`src/rtl/debug_ctrl.sv`:
```
// UART debug controller: loads instruction memory, runs or single-steps the datapath, dumps PC/RB/DM MSB first.
// Each sent byte waits for i_tx_done; defining DEBUG_CTRL_CHECKSUM_EN appends an XOR byte to every dump region.
module debug_ctrl #(
    parameter int NB_WORD  = 32,
    parameter int IM_DEPTH = 256,
    parameter int RB_DEPTH = 32,
    parameter int DM_DEPTH = 128
) (
    input  logic                        i_clock,
    input  logic                        i_reset,
    input  logic                        i_rx_done,
    input  logic [7:0]                  i_rx_data,
    input  logic                        i_tx_done,
    output logic                        o_tx_start,
    output logic [7:0]                  o_tx_data,
    input  logic                        i_hlt,
    input  logic [NB_WORD-1:0]          i_pc_value,
    input  logic [NB_WORD-1:0]          i_rb_data,
    input  logic [NB_WORD-1:0]          i_dm_data,
    output logic [$clog2(IM_DEPTH)-1:0] o_im_addr,
    output logic [7:0]                  o_im_data,
    output logic                        o_im_write_enable,
    output logic [$clog2(RB_DEPTH)-1:0] o_rb_addr,
    output logic [$clog2(DM_DEPTH)-1:0] o_dm_addr,
    output logic                        o_rb_read_enable,
    output logic                        o_dm_read_enable,
    output logic                        o_dp_enable,
    output logic                        o_step,
    output logic [3:0]                  o_state
);
    localparam int IM_AW  = $clog2(IM_DEPTH);
    localparam int RB_AW  = $clog2(RB_DEPTH);
    localparam int DM_AW  = $clog2(DM_DEPTH);
    localparam int NBYTES = NB_WORD / 8;

    typedef enum logic [3:0] {
        S_IDLE = 4'd0, S_LOAD_LEN = 4'd1, S_LOAD_DATA = 4'd2, S_READY = 4'd3, S_RUN = 4'd4,
        S_STEP = 4'd5, S_DUMP_PC = 4'd6, S_DUMP_RB = 4'd7, S_DUMP_DM = 4'd8
    } state_t;

    typedef enum logic [2:0] {
        PH_RD, PH_LOAD, PH_TX, PH_END, PH_CK, PH_DONE
    } phase_t;

    state_t             state_q;
    phase_t             ph_q;
    logic               tx_start_q, im_we_q, rb_re_q, dm_re_q, dp_en_q, step_q;
    logic [7:0]         tx_data_q, im_data_q, bcnt_q;
    logic [IM_AW-1:0]   im_addr_q;
    logic [RB_AW-1:0]   rb_addr_q;
    logic [DM_AW-1:0]   dm_addr_q;
    logic [15:0]        len_q, idx_q;
    logic               len_hi_q, auto_q, step_mode_q, halted_q;
    logic [NB_WORD-1:0] shift_q, load_word;
    logic               rx_vld, tx_ack;
`ifdef DEBUG_CTRL_CHECKSUM_EN
    logic [7:0]         xor_q;
    logic               dumping;
    assign dumping = (state_q == S_DUMP_PC) || (state_q == S_DUMP_RB) || (state_q == S_DUMP_DM);
`endif

    // A received byte colliding with a transmit completion is dropped.
    assign rx_vld = i_rx_done & ~i_tx_done;
    assign tx_ack = i_tx_done & ~tx_start_q;

    always_comb begin
        load_word = i_dm_data;
        if (state_q == S_DUMP_PC)      load_word = i_pc_value;
        else if (state_q == S_DUMP_RB) load_word = i_rb_data;
    end

    always_ff @(posedge i_clock) begin
        if (i_reset) begin
            state_q <= S_IDLE;      ph_q <= PH_RD;
            tx_start_q <= 1'b0;     tx_data_q <= '0;
            im_we_q <= 1'b0;        im_addr_q <= '0;     im_data_q <= '0;
            rb_re_q <= 1'b0;        dm_re_q <= 1'b0;
            rb_addr_q <= '0;        dm_addr_q <= '0;
            dp_en_q <= 1'b0;        step_q <= 1'b0;
            len_q <= '0;            idx_q <= '0;         len_hi_q <= 1'b0;
            shift_q <= '0;          bcnt_q <= '0;
            auto_q <= 1'b0;         step_mode_q <= 1'b0; halted_q <= 1'b0;
`ifdef DEBUG_CTRL_CHECKSUM_EN
            xor_q <= '0;
`endif
        end else begin
            im_we_q    <= 1'b0;
            tx_start_q <= 1'b0;
            rb_re_q    <= 1'b0;
            dm_re_q    <= 1'b0;
            step_q     <= 1'b0;
`ifdef DEBUG_CTRL_CHECKSUM_EN
            if (!dumping || ph_q == PH_DONE) xor_q <= '0;
`endif
            case (state_q)
                S_IDLE: begin
                    auto_q <= 1'b0; step_mode_q <= 1'b0; halted_q <= 1'b0; dp_en_q <= 1'b0;
                    if (rx_vld) begin
                        case (i_rx_data)
                            8'h01: begin state_q <= S_LOAD_LEN; len_hi_q <= 1'b0; end
                            8'h04: begin state_q <= S_DUMP_RB; rb_addr_q <= '0; rb_re_q <= 1'b1; ph_q <= PH_RD; end
                            8'h05: begin state_q <= S_DUMP_DM; dm_addr_q <= '0; dm_re_q <= 1'b1; ph_q <= PH_RD; end
                            8'h06: begin state_q <= S_DUMP_PC; ph_q <= PH_LOAD; end
                            default: ;
                        endcase
                    end
                end
                S_LOAD_LEN: if (rx_vld) begin
                    if (!len_hi_q) begin
                        len_q[15:8] <= i_rx_data;
                        len_hi_q    <= 1'b1;
                    end else begin
                        len_q[7:0] <= i_rx_data;
                        idx_q      <= '0;
                        state_q    <= ({len_q[15:8], i_rx_data} == 16'd0) ? S_IDLE : S_LOAD_DATA;
                    end
                end
                S_LOAD_DATA: if (rx_vld) begin
                    // Bytes beyond the instruction memory are consumed but not written.
                    if (int'(idx_q) < IM_DEPTH) begin
                        im_we_q   <= 1'b1;
                        im_addr_q <= idx_q[IM_AW-1:0];
                        im_data_q <= i_rx_data;
                    end
                    idx_q <= idx_q + 16'd1;
                    if (idx_q == len_q - 16'd1) state_q <= S_READY;
                end
                S_READY: if (rx_vld) begin
                    if (i_rx_data == 8'h02) begin
                        state_q <= S_RUN; dp_en_q <= 1'b1; step_mode_q <= 1'b0;
                    end else if (i_rx_data == 8'h03) begin
                        state_q <= S_STEP; step_mode_q <= 1'b1;
                    end
                end
                S_RUN: if (i_hlt) begin
                    dp_en_q <= 1'b0; halted_q <= 1'b1; auto_q <= 1'b1;
                    state_q <= S_DUMP_PC; ph_q <= PH_LOAD;
                end
                S_STEP: begin
                    if (step_q) begin
                        dp_en_q <= 1'b0; halted_q <= i_hlt; auto_q <= 1'b1;
                        state_q <= S_DUMP_PC; ph_q <= PH_LOAD;
                    end else if (rx_vld && i_rx_data == 8'h07) begin
                        step_q <= 1'b1; dp_en_q <= 1'b1;
                    end else if (rx_vld && i_rx_data == 8'h08) begin
                        state_q <= S_RUN; dp_en_q <= 1'b1; step_mode_q <= 1'b0;
                    end
                end
                default: begin
                    case (ph_q)
                        PH_RD: ph_q <= PH_LOAD;
                        PH_LOAD: begin
                            tx_start_q <= 1'b1;
                            tx_data_q  <= load_word[NB_WORD-1 -: 8];
                            shift_q    <= load_word << 8;
                            bcnt_q     <= 8'd1;
                            ph_q       <= PH_TX;
`ifdef DEBUG_CTRL_CHECKSUM_EN
                            xor_q <= xor_q ^ load_word[NB_WORD-1 -: 8];
`endif
                        end
                        PH_TX: if (tx_ack) begin
                            if (bcnt_q == 8'(NBYTES)) begin
                                if (state_q == S_DUMP_RB && rb_addr_q != RB_AW'(RB_DEPTH - 1)) begin
                                    rb_addr_q <= rb_addr_q + 1'b1; rb_re_q <= 1'b1; ph_q <= PH_RD;
                                end else if (state_q == S_DUMP_DM && dm_addr_q != DM_AW'(DM_DEPTH - 1)) begin
                                    dm_addr_q <= dm_addr_q + 1'b1; dm_re_q <= 1'b1; ph_q <= PH_RD;
                                end else begin
                                    ph_q <= PH_END;
                                end
                            end else begin
                                tx_start_q <= 1'b1;
                                tx_data_q  <= shift_q[NB_WORD-1 -: 8];
                                shift_q    <= shift_q << 8;
                                bcnt_q     <= bcnt_q + 8'd1;
`ifdef DEBUG_CTRL_CHECKSUM_EN
                                xor_q <= xor_q ^ shift_q[NB_WORD-1 -: 8];
`endif
                            end
                        end
`ifdef DEBUG_CTRL_CHECKSUM_EN
                        PH_END: begin tx_start_q <= 1'b1; tx_data_q <= xor_q; ph_q <= PH_CK; end
`else
                        PH_END: ph_q <= PH_DONE;
`endif
                        PH_CK: if (tx_ack) ph_q <= PH_DONE;
                        default: begin
                            // Region finished: chain the auto-dump or return.
                            case (state_q)
                                S_DUMP_PC: if (auto_q) begin
                                    state_q <= S_DUMP_RB; rb_addr_q <= '0; rb_re_q <= 1'b1; ph_q <= PH_RD;
                                end else state_q <= S_IDLE;
                                S_DUMP_RB: if (auto_q) begin
                                    state_q <= S_DUMP_DM; dm_addr_q <= '0; dm_re_q <= 1'b1; ph_q <= PH_RD;
                                end else state_q <= S_IDLE;
                                default: begin
                                    state_q <= (auto_q && step_mode_q && !halted_q) ? S_STEP : S_IDLE;
                                    auto_q  <= 1'b0;
                                end
                            endcase
                        end
                    endcase
                end
            endcase
        end
    end

    assign o_tx_start        = tx_start_q;
    assign o_tx_data         = tx_data_q;
    assign o_im_addr         = im_addr_q;
    assign o_im_data         = im_data_q;
    assign o_im_write_enable = im_we_q;
    assign o_rb_addr         = rb_addr_q;
    assign o_dm_addr         = dm_addr_q;
    assign o_rb_read_enable  = rb_re_q;
    assign o_dm_read_enable  = dm_re_q;
    assign o_dp_enable       = dp_en_q;
    assign o_step            = step_q;
    assign o_state           = state_q;
endmodule

```
`config.mk`:
```
export PLATFORM = sky130hd
export DESIGN_NAME = debug_ctrl
export DESIGN_NICKNAME = d
export VERILOG_FILES = /design/src/rtl/debug_ctrl.sv
export SDC_FILE = /design/constraint.sdc
export NUM_CORES = 1
export LEC_CHECK = 0
export CORE_MARGIN = 3
export CORE_UTILIZATION = 47
export CTS_BUF_LIST = sky130_fd_sc_hd__clkbuf_8
export DETAILED_ROUTE_END_ITERATION = 16
export PLACE_DENSITY_LB_ADDON = 0.15
export SYNTH_ARGS = -nofsm -noshare
export SYNTH_HDL_FRONTEND = slang
export SYNTH_SLANG_ARGS = --single-unit
```
`constraint.sdc`:
```
create_clock -name i_clock -period 2.85 [get_ports i_clock]
set_input_delay 0.855 -clock i_clock [delete_from_list [all_inputs] [get_ports i_clock]]
set_output_delay 0.855 -clock i_clock [all_outputs]
set_load 0.01 [all_outputs]
```
Word level (Yosys, flattened, before mapping):

Index checks and enable logic that the tools add are counted.

* logic and storage cells: 258
* bits of input ports: 109
* register bits after elaboration: 125
* output and inout bits: 46

* multiplexer cells: 115
* reduce and logical (&&, ||, !) cells: 45
* bitwise gates (word level): 11
* $add $sub $neg: 5
* equal/unequal tests: 59
* $lt $le $gt $ge: 1

Operators by type and width (count)
* two-way mux 32 bit: 4
* one-hot mux 32 bit (2 select lines): 1
* two-way mux 4 bit: 14
* two-way mux 7 bit: 8
* two-way mux 16 bit: 3
* == test 8 x 3 -> 1 bit (second input constant): 5
* two-way mux 1 bit: 38
* two-way mux 5 bit: 7
* two-way mux 8 bit: 4
* one-hot mux 16 bit (2 select lines): 1
* one-hot mux 8 bit (2 select lines): 2
* two-way mux 3 bit: 10
* != test 2 bit (second input constant): 14
* one-hot mux 7 bit (2 select lines): 2
* one-hot mux 4 bit (6 select lines): 1
* one-hot mux 5 bit (2 select lines): 2
* AND reduction 10 bit: 2
* != test 3 x 2 -> 1 bit (second input constant): 6
* nonzero test 9 bit: 2
* adder 16 x 1 -> 16 bit (second input constant): 1
* == test 16 bit: 1
* == test 4 x 3 -> 1 bit (second input constant): 4
* == test 8 x 2 -> 1 bit (second input constant): 2
* logical NOT 16 bit: 1
* other kinds (52): 101

Depth between registers and ports, before layout:

Gate-level depths: netlist (run 1).

* depth in word-level cells: 8
* depth in mapped cells: 10
* mapped depth without buffers: 8

Least setup slack after synthesis (run 1):

OpenSTA, ideal clock, no wires.

* path type: input-to-reg
* start point: input i_rx_data[4]
* end point: register dm_addr_q[5], in the netlist o_dm_addr[5]
* data arrival time: 2.894 ns
* path slack: -0.114 ns
* cell stages on the path: 7
* library setup time: 0.070 ns
* buffers on the path: 1
* required time: 2.780 ns
* path through: or4_1 -> clkbuf_1 -> or3b_4 -> nor3_2 -> o211ai_4 -> or4_1 -> a21oi_1

* word-level cells in the longest chain between the ends: 3

RTL lines
* start: declaration: RTL line 12 `input logic [7:0] i_rx_data,`
* == test 8 x 3 -> 1 bit: RTL line 99 `case (i_rx_data)`
* != test 2 x 1 -> 1 bit (no source line)
* AND reduction 10 bit (no source line)
* end signal: assignment: RTL line 78 `rb_addr_q <= '0; dm_addr_q <= '0;`
* end signal: assignment: RTL line 102 `8'h05: begin state_q <= S_DUMP_DM; dm_addr_q <= '0; dm_re_q <= 1'b1; ph_q <= PH_RD; end`
* end signal: assignment: RTL line 167 `dm_addr_q <= dm_addr_q + 1'b1; dm_re_q <= 1'b1; ph_q <= PH_RD;`
* end: declaration: RTL line 51 `logic [DM_AW-1:0] dm_addr_q;`

No other way between the ends.
A chain may end at the register's enable or synchronous reset.

Worst setup path after layout (run 1):

Same ends and word-level chain as after synthesis.

==> results of run 1 <==
cell usage after synthesis, drive strengths merged, types with 3 or more instances:
cell type	count	area share [%]
a21oi	67	5.0
a21o	3	0.34
nand2	36	2.0
nand4	16	1.5
ha	7	1.3
or4	7	0.84
nand3	13	0.97
or3	15	1.4
inv	11	0.62
nor3	21	1.6
dfxtp	117	35
or4b	6	0.95
nand3b	5	0.56
nor4	12	1.1
a211oi	53	6.0
nand4b	3	0.39
xor2	16	2.1
nor2b	9	0.84
nor3b	3	0.34
and3	8	0.75
nand2b	28	2.6
nor2	139	7.8
a31oi	5	0.69
clkbuf	54	3.0
mux2i	67	10
o211ai	4	0.65
o2111ai	8	1.0
o21a	7	0.78
buf	6	0.35
xnor2	16	2.1
o21ai	21	1.6
or3b	5	0.69
or2	7	0.65
logic make-up after synthesis:
logic type	count (synthesis)
muxes	69
AOI/OAI and AO/OA	192
and+or+nand+nor	338
DFF	117
xor gates and xnor gates	32
adders and majority gates	7
buffers and inverters	71
timing repair:
item	CTS	global route
resized for setup	5	7
gates cloned	0	0
hold buffers	0	0
setup buffers	2	0
endpoints found under the setup margin	9	7
pin swaps	5	9
sequential cells by signal (all words and copies together) (netlist names), 3 cells and up:
register   cells
bcnt_q         8
idx_q         16
len_q         16
o_dm_addr      7
o_im_addr      8
o_im_data      8
o_rb_addr      5
o_state        4
o_tx_data      8
ph_q           3
shift_q       24
power by group:
part	leakage (nW)	switching (W)	internal (W)	total (W)
Sequential	0.942	0.00000254	0.00164	0.00164
Clock	0.200	0.000636	0.000725	0.00136
Combinational	2.56	0.000112	0.000190	0.000302
Total	3.70	0.000751	0.00255	0.00330
placed cells by master (no fill, tap or decap), types with 4 or more instances in the layout:
| master | instances |
|---|---|
| a211oi_1 | 52 |
| a21oi_1 | 64 |
| a31oi_1 | 4 |
| and3_1 | 8 |
| buf_12 | 5 |
| buf_4 | 54 |
| clkbuf_8 | 20 |
| clkdlybuf4s50_1 | 149 |
| clkinv_2 | 4 |
| dfxtp_1 | 117 |
| dlygate4sd2_1 | 4 |
| ha_1 | 7 |
| inv_1 | 16 |
| mux2i_1 | 67 |
| nand2_1 | 36 |
| nand2b_1 | 28 |
| nand3_1 | 13 |
| nand3b_1 | 5 |
| nand4_1 | 16 |
| nor2_1 | 139 |
| nor2b_1 | 8 |
| nor3_1 | 19 |
| nor4_1 | 12 |
| o2111ai_1 | 8 |
| o21a_1 | 7 |
| o21ai_0 | 17 |
| o21ai_1 | 4 |
| or2_2 | 5 |
| or3_1 | 14 |
| or4_1 | 4 |
| or4b_1 | 4 |
| xnor2_1 | 16 |
| xor2_1 | 16 |
metrics by stage:
step	cells	utilization, %
floorplan	826	-
global placement	1157	63.02
detailed placement	1157	63.02
CTS	1189	65.59
global route	1189	65.81
finish	1189	65.81
worst register-to-register path, cell delays in order (launching register included):
cell	delay [ns]
dfxtp_1	0.34
or4_1	0.61
or3_1	0.38
a2111o_1	0.45
a2111oi_0	0.37
nand4_1	0.22
a21oi_1	0.18
path summary, 6_finish.rpt:
path                               from                        end  depth (start not counted)
setup / recovery           i_rx_data[4]  o_dm_addr[5]$_SDFFE_PP0P_                          9
hold / removal    halted_q$_SDFFE_PP0P_      halted_q$_SDFFE_PP0P_                          2
setup reg to reg  len_q[0]$_SDFFE_PP0P_    o_state[0]$_SDFFE_PP0P_                          6
hold reg to reg   halted_q$_SDFFE_PP0P_      halted_q$_SDFFE_PP0P_                          2
layer usage:
layer | up-vias | wire length, um | GRT usage [%]
met1 | 3083 | 8582 | 31.12
li1 | 3341 | - | -
met4 | 0 | 365 | 8.992
met2 | 226 | 8206 | 36.15
met5 | - | 0 | 0
met3 | 27 | 1179 | 4.784
final cells by class:
type / instances / area share, %
multi-input combinational: 638 / 45.52
sequential: 117 / 25.54
timing repair buffer: 213 / 22.28
clock buffer: 20 / 3.002
tap: 180 / 2.456
clock inverter: 10 / 0.7504
inverter: 11 / 0.4503
==> summary.md, run 1 <==
| Metric | Value |
|---|---|
| Layout cell share with drive strength beyond 1 | 11.40% |
| Area after DPL | 8782 um^2 |
| Final Skew | 0.008537 ns |
| Critical path buffer and inverter count | 3 |
| Final WS setup | 0.04921 ns |
| Final Slew Violations | 0 |
| R2R Setup Slk | 0.22 ns |
| Least-Margin Pin Slew | 0.7507 ns |
| # IOs | around 160 |
| Remaining DRCs | 0 |
| DRT antenna net count | 0 |
| Die Ht | 125.5 um |
| DP Worst Slack | -0.6155 ns |
| Crit-path cells | dlygate4sd2_1 > or4_4 > or3b_4 > buf_6 > nor3_4 > o211ai_4 > buf_4 > o31ai_1 > a21oi_2 |
| Vias in the first global route | between 6000 and 7000 |
| Area grow syn2layout | 36.71% |
| HP Class | register to register |
| Avg Inst Size Synth | 8.121 um^2 |
| Post-route setup TNS | 0 ns |
| Initial core utilization | between 40% and 50% |
| Syn_nets | 942 |
| GRT Residual Overflow | 0 |
| GRT Util Overall | between 20% and 30% |
| Critical Path RT | 3.18 ns |
| Primary FF master, synth | dfxtp_1 |
| Initial antenna violation count | 0 |
| Period minus WS final | 2.801 ns |
| Row cnt | 43 |
| Tcrit/Tclk final | 98.27% |
| Max_slew headroom | 49.57% |
| # H-tree levels | 4 |
| Footprint of the multi-input gates | 4174 um^2 |
| Cells after Synth | approximately 830 |
| CP peak stage delay | approximately 0.57 ns |
| Post-synthesis compound-gate area fraction | about 20% |
| Clock Sink Count | around 120 |
| Port bufs | 154 |
| FF+latch area | 2342 um^2 |
| Die X-Extent | 125.5 um |
| Tot Pwr | 0.003302 W |
| DRT Pass-1 Iters | 5 |
| Synthesized cell area | 6708 um^2 |
| First-pass GRT wire length | 29940 um |
| TritonCTS clock tree | done |
| Post-synthesis mux area share | 10.33% |
| Crit end category | register |
| FMAX | 357.0 MHz |
| Via count | ~6700 |
| Synth Area in Adders | 1.306% |
| Delay-heaviest family, CP | simple AND/OR/NAND/NOR gates |
| MaxCap Viol Count | 0 |
| Final setup violation count | 0 |
| CP Data Arrival Time | 3.13 ns |
| Die area | between 15000 and 20000 um^2 |
| Number of synthesized register bits | 117 |
| Number of synthesized flops with an enable pin | 0 |
| Status | finished clean |
| Seq/Total Area, Yosys | a little over a third |
| Synth Area in XOR/XNOR | 4.178% |
| Design Area, Final | 9170 um^2 |
| Hpwl dp | 13490 um |
| Cts bufs inserted | 17 |
| Max IR drop VDD | 0.3039 mV |
| Largest net degree at the start of global routing | 69 |
| Avg WL per Cell | around 15 um |
| Nets@finish | 1114 |
| P_leak | ~3.7 nW |
| Fraction of the mapped netlist area in simple logic gates | 25.70% |
| Crit-path max FO | 6 |
| Latest clock arrival within the worst-skew pair | 0.45 ns |
| Core area | roughly 14000 um^2 |
| Slowest cell on crit path | or4_4 |
| Via/cell ratio | 5.616 |
| PwrDens | about 360 nW/um^2 |
| Combinational family with the most area after synthesis | simple AND/OR/NAND/NOR gates |
| Fillers | approximately 1200 |
| ANT cells | 0 |
| Fin Hold WS | 0.4697 ns |
| Routability cong. | 0.8870 |
| CP Class | input pin to register |
| Clock root buffer | clkbuf_8 |
| Yosys warnings | 0 |
| Starting DRT DRC Count | roughly 460 |
| Final hold violations | 0 |
| Total wire length | 18330 um |
| Ys async rst share | 0% |
| CTS clk-pin slew, worst paths | roughly 0.070 ns |
| Worst Setup Start Kind | input pin |
| Netlist cell types | 71 |
| Clock Path Buffers | 2 |
Power figures use the tool's default switching activity.
==> inputs of run 2 (changes only) <==
--- a/config.mk
+++ b/config.mk
@@ -5,8 +5,9 @@
 export SDC_FILE = /design/constraint.sdc
 export NUM_CORES = 1
 export LEC_CHECK = 0
+export ABC_AREA = 1
 export CORE_MARGIN = 3
-export CORE_UTILIZATION = 47
+export CORE_UTILIZATION = 44
 export CTS_BUF_LIST = sky130_fd_sc_hd__clkbuf_8
 export DETAILED_ROUTE_END_ITERATION = 16
 export PLACE_DENSITY_LB_ADDON = 0.15
==> summary.md, run 2 <==
| Metric | Value |
|---|---|
| Status | finished clean |
| DRT Pass-1 Iters | 5 (unchanged) |
| CTS clk-pin slew, worst paths | 0.08 ns (about the same) |
| R2R depth | 13 (+7) |
| # H-tree levels | 4 (unchanged) |
| Tcrit/Tclk final | 86.92% (-11 points) |
| Row cnt | 45 (+4.7%) |
| Nets@finish | 1290 (+16%) |
| Crit-path cells | clkdlybuf4s50_1 |
| Critical path buffer and inverter count | 1 (-2) |
| Avg WL per Cell | 14.58 um (-5.4%) |
| Final setup violation count | 0 (unchanged) |
| Finished Core Util | 59.66% (-6.2 points) |
| Worst Setup Start Kind | register |
| Synthesized cell area | 6913 um^2 (+3.1%) |
| Ys async rst share | 0% (unchanged) |
| Hpwl dp | 15550 um (+15%) |
| # hold bufs at CTS | 0 (unchanged) |
| Least-Margin Pin Slew | 0.7117 ns (-0.03892 ns) |
| Avg Inst Size Synth | 6.771 um^2 (-17%) |
| Met1 wire length | 9716 um (+13%) |
| Seq/Total Area, Yosys | 33.88% (-1.0 points) |
| Final Slew Violations | 0 (unchanged) |
| Fin Hold WS | 0.4621 ns (-0.007629 ns) |
| Routability cong. | 0.8761 (-1.2%) |
| CP Class | register to output pin |
| Post-route setup TNS | 0 ns (unchanged) |
| Via/cell ratio | 5.180 (-7.8%) |
| Layout cell share with drive strength beyond 1 | 10.62% (-0.77 points) |
| Yosys top cell by area | dfxtp_1 |
| Reg-to-Reg Start | len_q[0]$_SDFFE_PP0P_ |
| Die Ht | 131.3 um (+4.7%) |
| Most common cell after layout, fill and taps aside | nor2_1 |
| Port bufs | 154 (unchanged) |
| Top layer in use | met4 |
| Syn_nets | 1137 (+21%) |
| Post-synth top area share | 33.88% (-1.0 points) |
| Count leader, synth | nor2_1 |
| Remaining DRCs | 0 (unchanged) |
| Top Registers | shift_q (24), idx_q (16), len_q (16) |
| Clock root buffer | clkbuf_8 |
| Final Skew | 0.01031 ns (+0.001769 ns) |
| PwrDens | 456.7 nW/um^2 (+27%) |
| Largest register FFs | 24 (unchanged) |
| Area grow syn2layout | 32.16% |
| Largest net degree at the start of global routing | 44 (-36%) |
| Reg with most FFs | shift_q |
| ANT cells | 0 (unchanged) |
| Final hold violations | 0 (unchanged) |
| RSZ-0062 raised after global routing | no |
| Delay-heaviest family, CP | buffers and inverters |
| Clock Path Buffers | 2 (unchanged) |
| MaxCap Viol Count | 0 (unchanged) |
| R2R Setup Slk | 0.63 ns (+0.41 ns) |
| Slowest cell on crit path | clkdlybuf4s50_1 |
| Via count | 7236 (+8.4%) |
| Number of gates resized after cts | 0 (-5) |
| Cells after Synth | 1021 (+24%) |
| Max IR drop VDD | 0.3191 mV (+5.0%) |
| Cts bufs inserted | 17 (unchanged) |
| Setup bufs post-CTS | 0 (-2) |
| WP depth | 1 (-8) |
| Period minus WS final | 2.477 ns (-0.3236 ns) |
| Routed length on met3 | 1374 um (+17%) |
| Critical Path RT | 2.00 ns (-1.18 ns) |
| Starting DRT DRC Count | 530 (+15%) |
| TritonCTS clock tree | done |
| Hold_sp | o_dp_enable$_SDFFE_PP0P_ |
| Crit end category | output pin |
| Max_slew headroom | 52.11% (+2.5 points) |
| Die area | 17250 um^2 (+9.6%) |
| Met2 WL | 8910 um (+8.6%) |
| HP Class | register to register |
| GRT Residual Overflow | 0 (unchanged) |
| Core area | 15310 um^2 (+9.9%) |
| Latest clock arrival within the worst-skew pair | 0.45 ns (about the same) |
| Crit path launch | o_state[1]$_SDFFE_PP0P_ |
| CP Data Arrival Time | 1.62 ns (-1.51 ns) |
| First-pass GRT wire length | 34050 um (+14%) |
| Netlist cell types | 48 (-32%) |
| Commonest cells in the synthesized netlist | nor2_1 (198), nand2_1 (185), dfxtp_1 (117) |
| Worst hold path depth | 2 (unchanged) |
| Most frequent cells in the layout | nor2_1 (198), nand2_1 (185), clkdlybuf4s50_1 (153), dfxtp_1 (117), inv_1 (79) |
| Initial core utilization | 45.14% (-3.0 points) |
| Primary FF master, synth | dfxtp_1 |
| Clock Sink Count | 117 (unchanged) |
| Number of synthesized register bits | 117 (unchanged) |
| Number of synthesized flops with an enable pin | 0 (unchanged) |
| Yosys warnings | 0 (unchanged) |
| GRT Util Overall | 23.70% (+0.67 points) |
| Initial antenna violation count | 0 (unchanged) |
| P_leak | 3.694 nW (-0.22%) |
| CP peak stage delay | 0.61 ns (+0.04 ns) |
| DRT antenna net count | 0 (unchanged) |
| Vias in the first global route | 6857 (+12%) |
| FMAX | 403.7 MHz (+13%) |
| Total wire length | 20370 um (+11%) |
| Crit-path max FO | 6 (unchanged) |
| Area contributors post-synth | dfxtp_1 (34%), nor2_1 (11%), nand2_1 (10%) |
| Die X-Extent | 131.3 um (+4.7%) |
| # IOs | 155 (unchanged) |
==> run 2: cell count changes in the layout (fill, tap and decap cells not counted), sizes merged, moves of 9 or more <==
cell / change
inv: +78
nor2b: -9
o311ai: +23
nor2: +78
mux2i: -67
or3: -15
o21ai: +47
nand2b: -28
nand3: +64
a211oi: -27
buf: -33
nand2: +157
==> run 2: layout make-up <==
type / count / area [um^2]
fill: 1498 / 6178
clock buffer: 20 / 275.3
clock inverter: 11 / 158.9
sequential: 117 / 2342
inverter: 95 / 362.8
timing repair buffer: 180 / 1757
multi-input combinational: 763 / 3976
tap: 211 / 264.0
==> run 2: tightest hold or removal path, delay by kind of cell (launching register included) <==
family                 cells  cell delay [ns]
AO/OA/AOI/OAI              1             0.06
flip-flops                 1             0.31
buffers and inverters      1             0.05
==> run 2: path summary, 6_finish.rpt <==
| check | endpoint |
|---|---|
| setup / recovery | o_state[1] |
| hold / removal | o_dp_enable$_SDFFE_PP0P_ |
| setup reg to reg | o_state[0]$_SDFFE_PP0P_ |
| hold reg to reg | o_dp_enable$_SDFFE_PP0P_ |
==> run 2: cells by family after synthesis <==
family	synth area share (%)
buffers and inverters	8.669
adders and majority gates	1.267
DFF	33.88
and+or+nand+nor	35.00
AOI/OAI and AO/OA	18.77
xor gates and xnor gates	2.407
==> run 2: layer usage <==
metal  up-vias  track usage, %
met5         -               0
met4         0           7.585
met3        29           5.858
met2       227           35.74
met1      3268           33.35
li1       3712               -
==> run 2: per-stage QoR <==
stage | area [um^2] | setup WS [ns] | power (W) | std cells
after detailed placement | 8702 | 0.09558 | 0.002519 | 1366
after global routing | 9136 | 0.2845 | 0.004347 | 1397
final | 9136 | 0.3728 | 0.004172 | 1397
after global placement | 8702 | 0.1023 | 0.002516 | 1366
after floorplan | 6913 | 0.6587 | 0.002186 | 1021
after CTS | 9136 | 0.3418 | 0.004194 | 1397
==> run 2: where the power goes <==
part | internal (W) | switching (W)
combinational | 0.000347 | 0.000418
sequential | 0.00168 | 0.0000420
clock | 0.00101 | 0.000678
total | 0.00303 | 0.00114
==> inputs of run 3 (changes only) <==
--- a/config.mk
+++ b/config.mk
@@ -11,6 +11,7 @@
 export CTS_BUF_LIST = sky130_fd_sc_hd__clkbuf_8
 export DETAILED_ROUTE_END_ITERATION = 16
 export PLACE_DENSITY_LB_ADDON = 0.15
+export SLEW_MARGIN = 20
 export SYNTH_ARGS = -nofsm -noshare
 export SYNTH_HDL_FRONTEND = slang
 export SYNTH_SLANG_ARGS = --single-unit
==> results of run 3 <==
No change in the layout: final DEF, timing and power equal those of run 2.
